<file path="config.mk">
export PLATFORM = sky130hd
export DESIGN_NAME = cpu7_icu_fetch_bridge
export DESIGN_NICKNAME = d
export VERILOG_FILES = /design/src/rtl/cpu7_icu_fetch_bridge.sv
export SDC_FILE = /design/constraint.sdc
export NUM_CORES = 1
export LEC_CHECK = 0
export CAP_MARGIN = 20
export CORE_MARGIN = 5
export CORE_UTILIZATION = 35
export DETAILED_ROUTE_END_ITERATION = 16
export GPL_TIMING_DRIVEN = 0
export PLACE_DENSITY = 0.78
export SKIP_LAST_GASP = 1
export SLEW_MARGIN = 20
export SYNTH_ARGS = -nofsm -noshare
export SYNTH_HDL_FRONTEND = slang
export SYNTH_SLANG_ARGS = --single-unit
</file>
<file path="constraint.sdc">
create_clock -name clock -period 4.5 [get_ports clock]
set_clock_uncertainty 0.15 [all_clocks]
set_input_delay 0.9 -clock clock [delete_from_list [all_inputs] [get_ports clock]]
set_output_delay 0.9 -clock clock [all_outputs]
set_load 0.005 [all_outputs]
</file>
<file path="src/rtl/cpu7_icu_fetch_bridge.sv">
// cpu7_icu_fetch_bridge: instruction fetch bridge between the IFU and instruction memory, with pipelined reads and cancel-drop
module cpu7_icu_fetch_bridge #(
    parameter int MAX_OUTST = 2
) (
    input  logic        clock,
    input  logic        resetn,
    input  logic        ifu_icu_req_ic1,
    input  logic [31:0] ifu_icu_addr_ic1,
    output logic        icu_ifu_ack_ic1,
    input  logic        ifu_icu_cancel,
    output logic [63:0] icu_ifu_data_ic2,
    output logic        icu_ifu_data_valid_ic2,
    output logic        icu_ifu_err_ic2,
    output logic        icu_mem_req,
    output logic [31:0] icu_mem_addr,
    input  logic        mem_icu_ack,
    input  logic        mem_icu_rvalid,
    input  logic [63:0] mem_icu_rdata,
    input  logic        mem_icu_rerr
);
    logic [2:0]  outst_q, outst_d, drop_q, drop_d;
    logic        data_vld_q, err_q, issue, resp, fwd;
    logic [63:0] data_q;

    assign resp                   = mem_icu_rvalid;
    assign icu_mem_req            = ifu_icu_req_ic1 & (outst_q < 3'(MAX_OUTST)) & ~ifu_icu_cancel;
    assign icu_ifu_ack_ic1        = icu_mem_req & mem_icu_ack;
    assign issue                  = icu_ifu_ack_ic1;
    assign icu_mem_addr           = ifu_icu_addr_ic1 & ~32'h7;
    assign fwd                    = resp & ~ifu_icu_cancel & (drop_q == 3'd0);
    assign icu_ifu_data_valid_ic2 = data_vld_q & ~ifu_icu_cancel;
    assign icu_ifu_data_ic2       = data_q;
    assign icu_ifu_err_ic2        = err_q;

    // Outstanding count tracks issue minus response; a cancel marks every still-pending read for dropping.
    always_comb begin
        outst_d = outst_q + {2'b00, issue} - {2'b00, resp};
        drop_d  = ifu_icu_cancel ? outst_q - {2'b00, resp}
                : (resp && drop_q != 3'd0) ? drop_q - 3'd1
                : drop_q;
    end

    // State registers; forwarded responses are captured for a one-cycle valid pulse.
    always_ff @(posedge clock or negedge resetn) begin
        if (!resetn) begin
            outst_q    <= 3'd0;
            drop_q     <= 3'd0;
            data_vld_q <= 1'b0;
            data_q     <= 64'd0;
            err_q      <= 1'b0;
        end else begin
            outst_q    <= outst_d;
            drop_q     <= drop_d;
            data_vld_q <= fwd;
            if (fwd) begin
                data_q <= mem_icu_rdata;
                err_q  <= mem_icu_rerr;
            end
        end
    end
endmodule
</file>
==> results_dict.tcl <==
set metrics [dict create \
    status "complete, no violations" \
    cp_max_fo 2 \
    synthMuxAreaShare_pct 23.4 \
    io_pins 203 \
    synth-seq-area-share_pct 57.5 \
    use_met3_pct 7.89 \
    reg2reg_to "icu_ifu_data_ic2[17]$_DFFE_PN0P_" \
    wire_per_inst_um 15.2 \
    dp_slack_ns 1.26 \
    initial_utilization_pct 35.9 \
    clock_sinks 72 \
    synth_top_family_by_area "multiplexers" \
    cp.arrival_ns 2.20 \
    synth_xor_area_share_pct 0.559 \
    ys_warn_count 0 \
    power.leakage_nw 2.29 \
    root_buffer "clkbuf_8" \
    use_met2_pct 25.6 \
    dpl-instance-area_um2 4960 \
    seqPwrFrac_pct 39.0 \
    cts_tree "yes" \
    yosysTopAreaCellShare_pct 57.5 \
    finalSetupTns_ns 0 \
    r2r_cells 7 \
    critPathKind "in -> out" \
    vdd_ir_drop_max_uv 364 \
    post_cts.repair.setup_buffers 0 \
    critPathCapture "icu_ifu_ack_ic1" \
    grt_pass1_wl_um 12700 \
    yosysUniqueCellTypes 27 \
    grt_max_degree 45 \
    use_met1_pct 14.6 \
    synthTopCellsByArea "dfrtp_1 58%, mux2_1 14%, mux2_2 9.3%, buf_4 7.7%, ha_1 2.8%" \
    core_area_um2 8720 \
    syn-cell-area_um2 3130 \
    r2r_start "drop_q[0]$_DFFE_PN0P_" \
    min_period_ns 3.25 \
    worstSetupStartpoint "ifu_icu_req_ic1" \
    worstPathRequired_ns 3.45 \
    cts.htree.levels 3 \
    rows 34 \
    max_freq_mhz 308 \
    synth_simple_gate_area_share_pct 2.08 \
    syn_to_final_growth_pct 65.4 \
    startpoint_type "primary input" \
    drc_errors 0 \
    fin_nets 506 \
    cts_resized 0 \
    antenna_found_initial 0 \
    setup_viol 0 \
    critPathCaptureType "primary output" \
    yosys.area.top_type "dfrtp_1" \
    grt.overflow.total 0 \
    dp_hpwl_um 6200 \
    synth_adder_area_share_pct 3.43 \
    clock_path_buffers 2 \
    reg2reg_slack_ns 2.47 \
    diodes 0 \
    first_pass_iters 4 \
    synth-compound-area-share_pct 1.44 \
    die_x_um 105 \
    grt_most_used_layer "met2" \
    post-route-period-util_pct 72.3 \
    grt_pass1_vias 2508 \
    slew_viol_final 0 \
    ant_nets 0 \
    drt_iter0_drc 48 \
    synthCells 215 \
    avgSynthCellArea_um2 14.6 \
    power.density_nw_per_um2 542 \
    internal_power_mw 2.08 \
    gp_congestion 0.703 \
    p_sw_share_pct 26.0 \
    track_usage_pct 14.4 \
    hold_viol_final 0 \
    insertion_delay_ns 0.33 \
    clkTransAtPathRegs_ns 0.08 \
    ys_ff_latch 72 \
    rsz0062_at_grt "no" \
    drv_cap 0 \
    design_area_um2 5180 \
    drive_gt1_share_pct 21.5 \
    vias 2268 \
    p_clk_share_pct 20.1 \
    dieArea_um2 10900 \
    die_h_um 105 \
    cts_hold_buf 0 \
    finalWorstSetupSlack_ns 1.25 \
    routed_wirelength_um 7710 \
    hold_class "in -> async" \
    switchingPower_mw 0.730 \
    portBuffers 166 \
    p_comb_share_pct 40.9 \
    vias_per_cell 4.46 \
    cts_buffers 9 \
]
## cells in the final DEF (no fill, tap or decap), drive strengths merged, types with 2 or more instances in the layout
cell | netlist | routed
a21oi | 2 | 2
buf | 40 | 42
bufinv | 0 | 2
clkbuf | 0 | 10
clkdlybuf4s50 | 0 | 165
clkinv | 0 | 3
conb | 1 | 3
dfrtp | 72 | 72
ha | 7 | 7
inv | 9 | 9
mux2 | 65 | 65
nand2 | 3 | 3
nor2b | 2 | 2
nor3 | 2 | 2
xnor2 | 2 | 2
## worst max-delay path: stages
cell and delay, ns:
clkdlybuf4s50_1 0.46, nand2_1 0.05, nor2_1 0.11, and2_1 0.16
clkdlybuf4s50_1 0.52
## metrics by stage
step	instances	hold WS, ns	power (mW)	util (%)
detailed placement	492	0.325	2.29	56.9
global route	508	0.344	3.02	59.4
finish	508	0.336	2.81	59.4
floorplan	217	0.333	1.50	-
global placement	491	0.317	2.24	56.6
CTS	508	0.338	2.86	59.4
## sequential cells by signal, summed over array words and instances (netlist names)
register / cells
data_vld_q: 1
drop_q: 3
icu_ifu_data_ic2: 64
icu_ifu_err_ic2: 1
outst_q: 3
## cell usage after synthesis
cell type / number
a211oi_1: 1
a21oi_1: 2
a22oi_1: 1
a31oi_1: 1
and2_1: 1
buf_2: 3
buf_4: 32
buf_6: 1
buf_8: 4
conb_1: 1
dfrtp_1: 72
fa_1: 1
ha_1: 7
inv_1: 8
inv_2: 1
mux2_1: 39
mux2_2: 26
nand2_1: 3
nand2b_1: 1
nor2_1: 1
nor2b_1: 2
nor3_1: 1
nor3_2: 1
nor4bb_1: 1
o21ai_0: 1
o31a_1: 1
xnor2_1: 2
## final cells by class
cell class / count / area, µm²
Inverter: 9 / 33.8
Sequential cell: 72 / 1800
Buffer: 40 / 327
Multi-Input combinational cell: 96 / 978
Clock inverter: 6 / 82.6
Timing Repair Buffer: 167 / 1690
Clock buffer: 10 / 138
Fill cell: 708 / 3540
Tap cell: 108 / 135
## layer usage
metal  share of wire [%]  up-vias
met3                  12       11
met1                  35     1098
met4                 1.5        0
met2                  52      109
li1                    -     1050
met5                   0        -
## worst min-delay path by stage
stage | to | slack, ns | cells after the start
after floorplan | icu_ifu_data_ic2[0]$_DFFE_PN0P_ | 0.33 | 1
after global placement | icu_ifu_data_ic2[25]$_DFFE_PN0P_ | 0.32 | 1
after detailed placement | icu_ifu_data_ic2[61]$_DFFE_PN0P_ | 0.32 | 1
after CTS | icu_ifu_data_ic2[37]$_DFFE_PN0P_ | 0.34 | 1
after global routing | icu_ifu_data_ic2[40]$_DFFE_PN0P_ | 0.34 | 1
final | icu_ifu_data_ic2[48]$_DFFE_PN0P_ | 0.34 | 1
## power groups by stage
| stage | clock [mW] | sequential (mW) | combinational [mW] |
|---|---|---|---|
| global placement | 0 | 1.09 | 1.14 |
| detailed placement | 0 | 1.11 | 1.17 |
| CTS | 0.584 | 1.10 | 1.18 |
| global route | 0.620 | 1.14 | 1.26 |
| finish | 0.564 | 1.10 | 1.15 |
| floorplan | 0 | 1.13 | 0.373 |
## logic make-up after synthesis
family | after synthesis
xor+xnor | 2
fa+ha+maj | 8
mux | 65
flops | 72
simple gates | 11
buf+inv | 49
other cells | 1
compound gates | 7
Note: power is estimated with default switching activity, not from simulation.
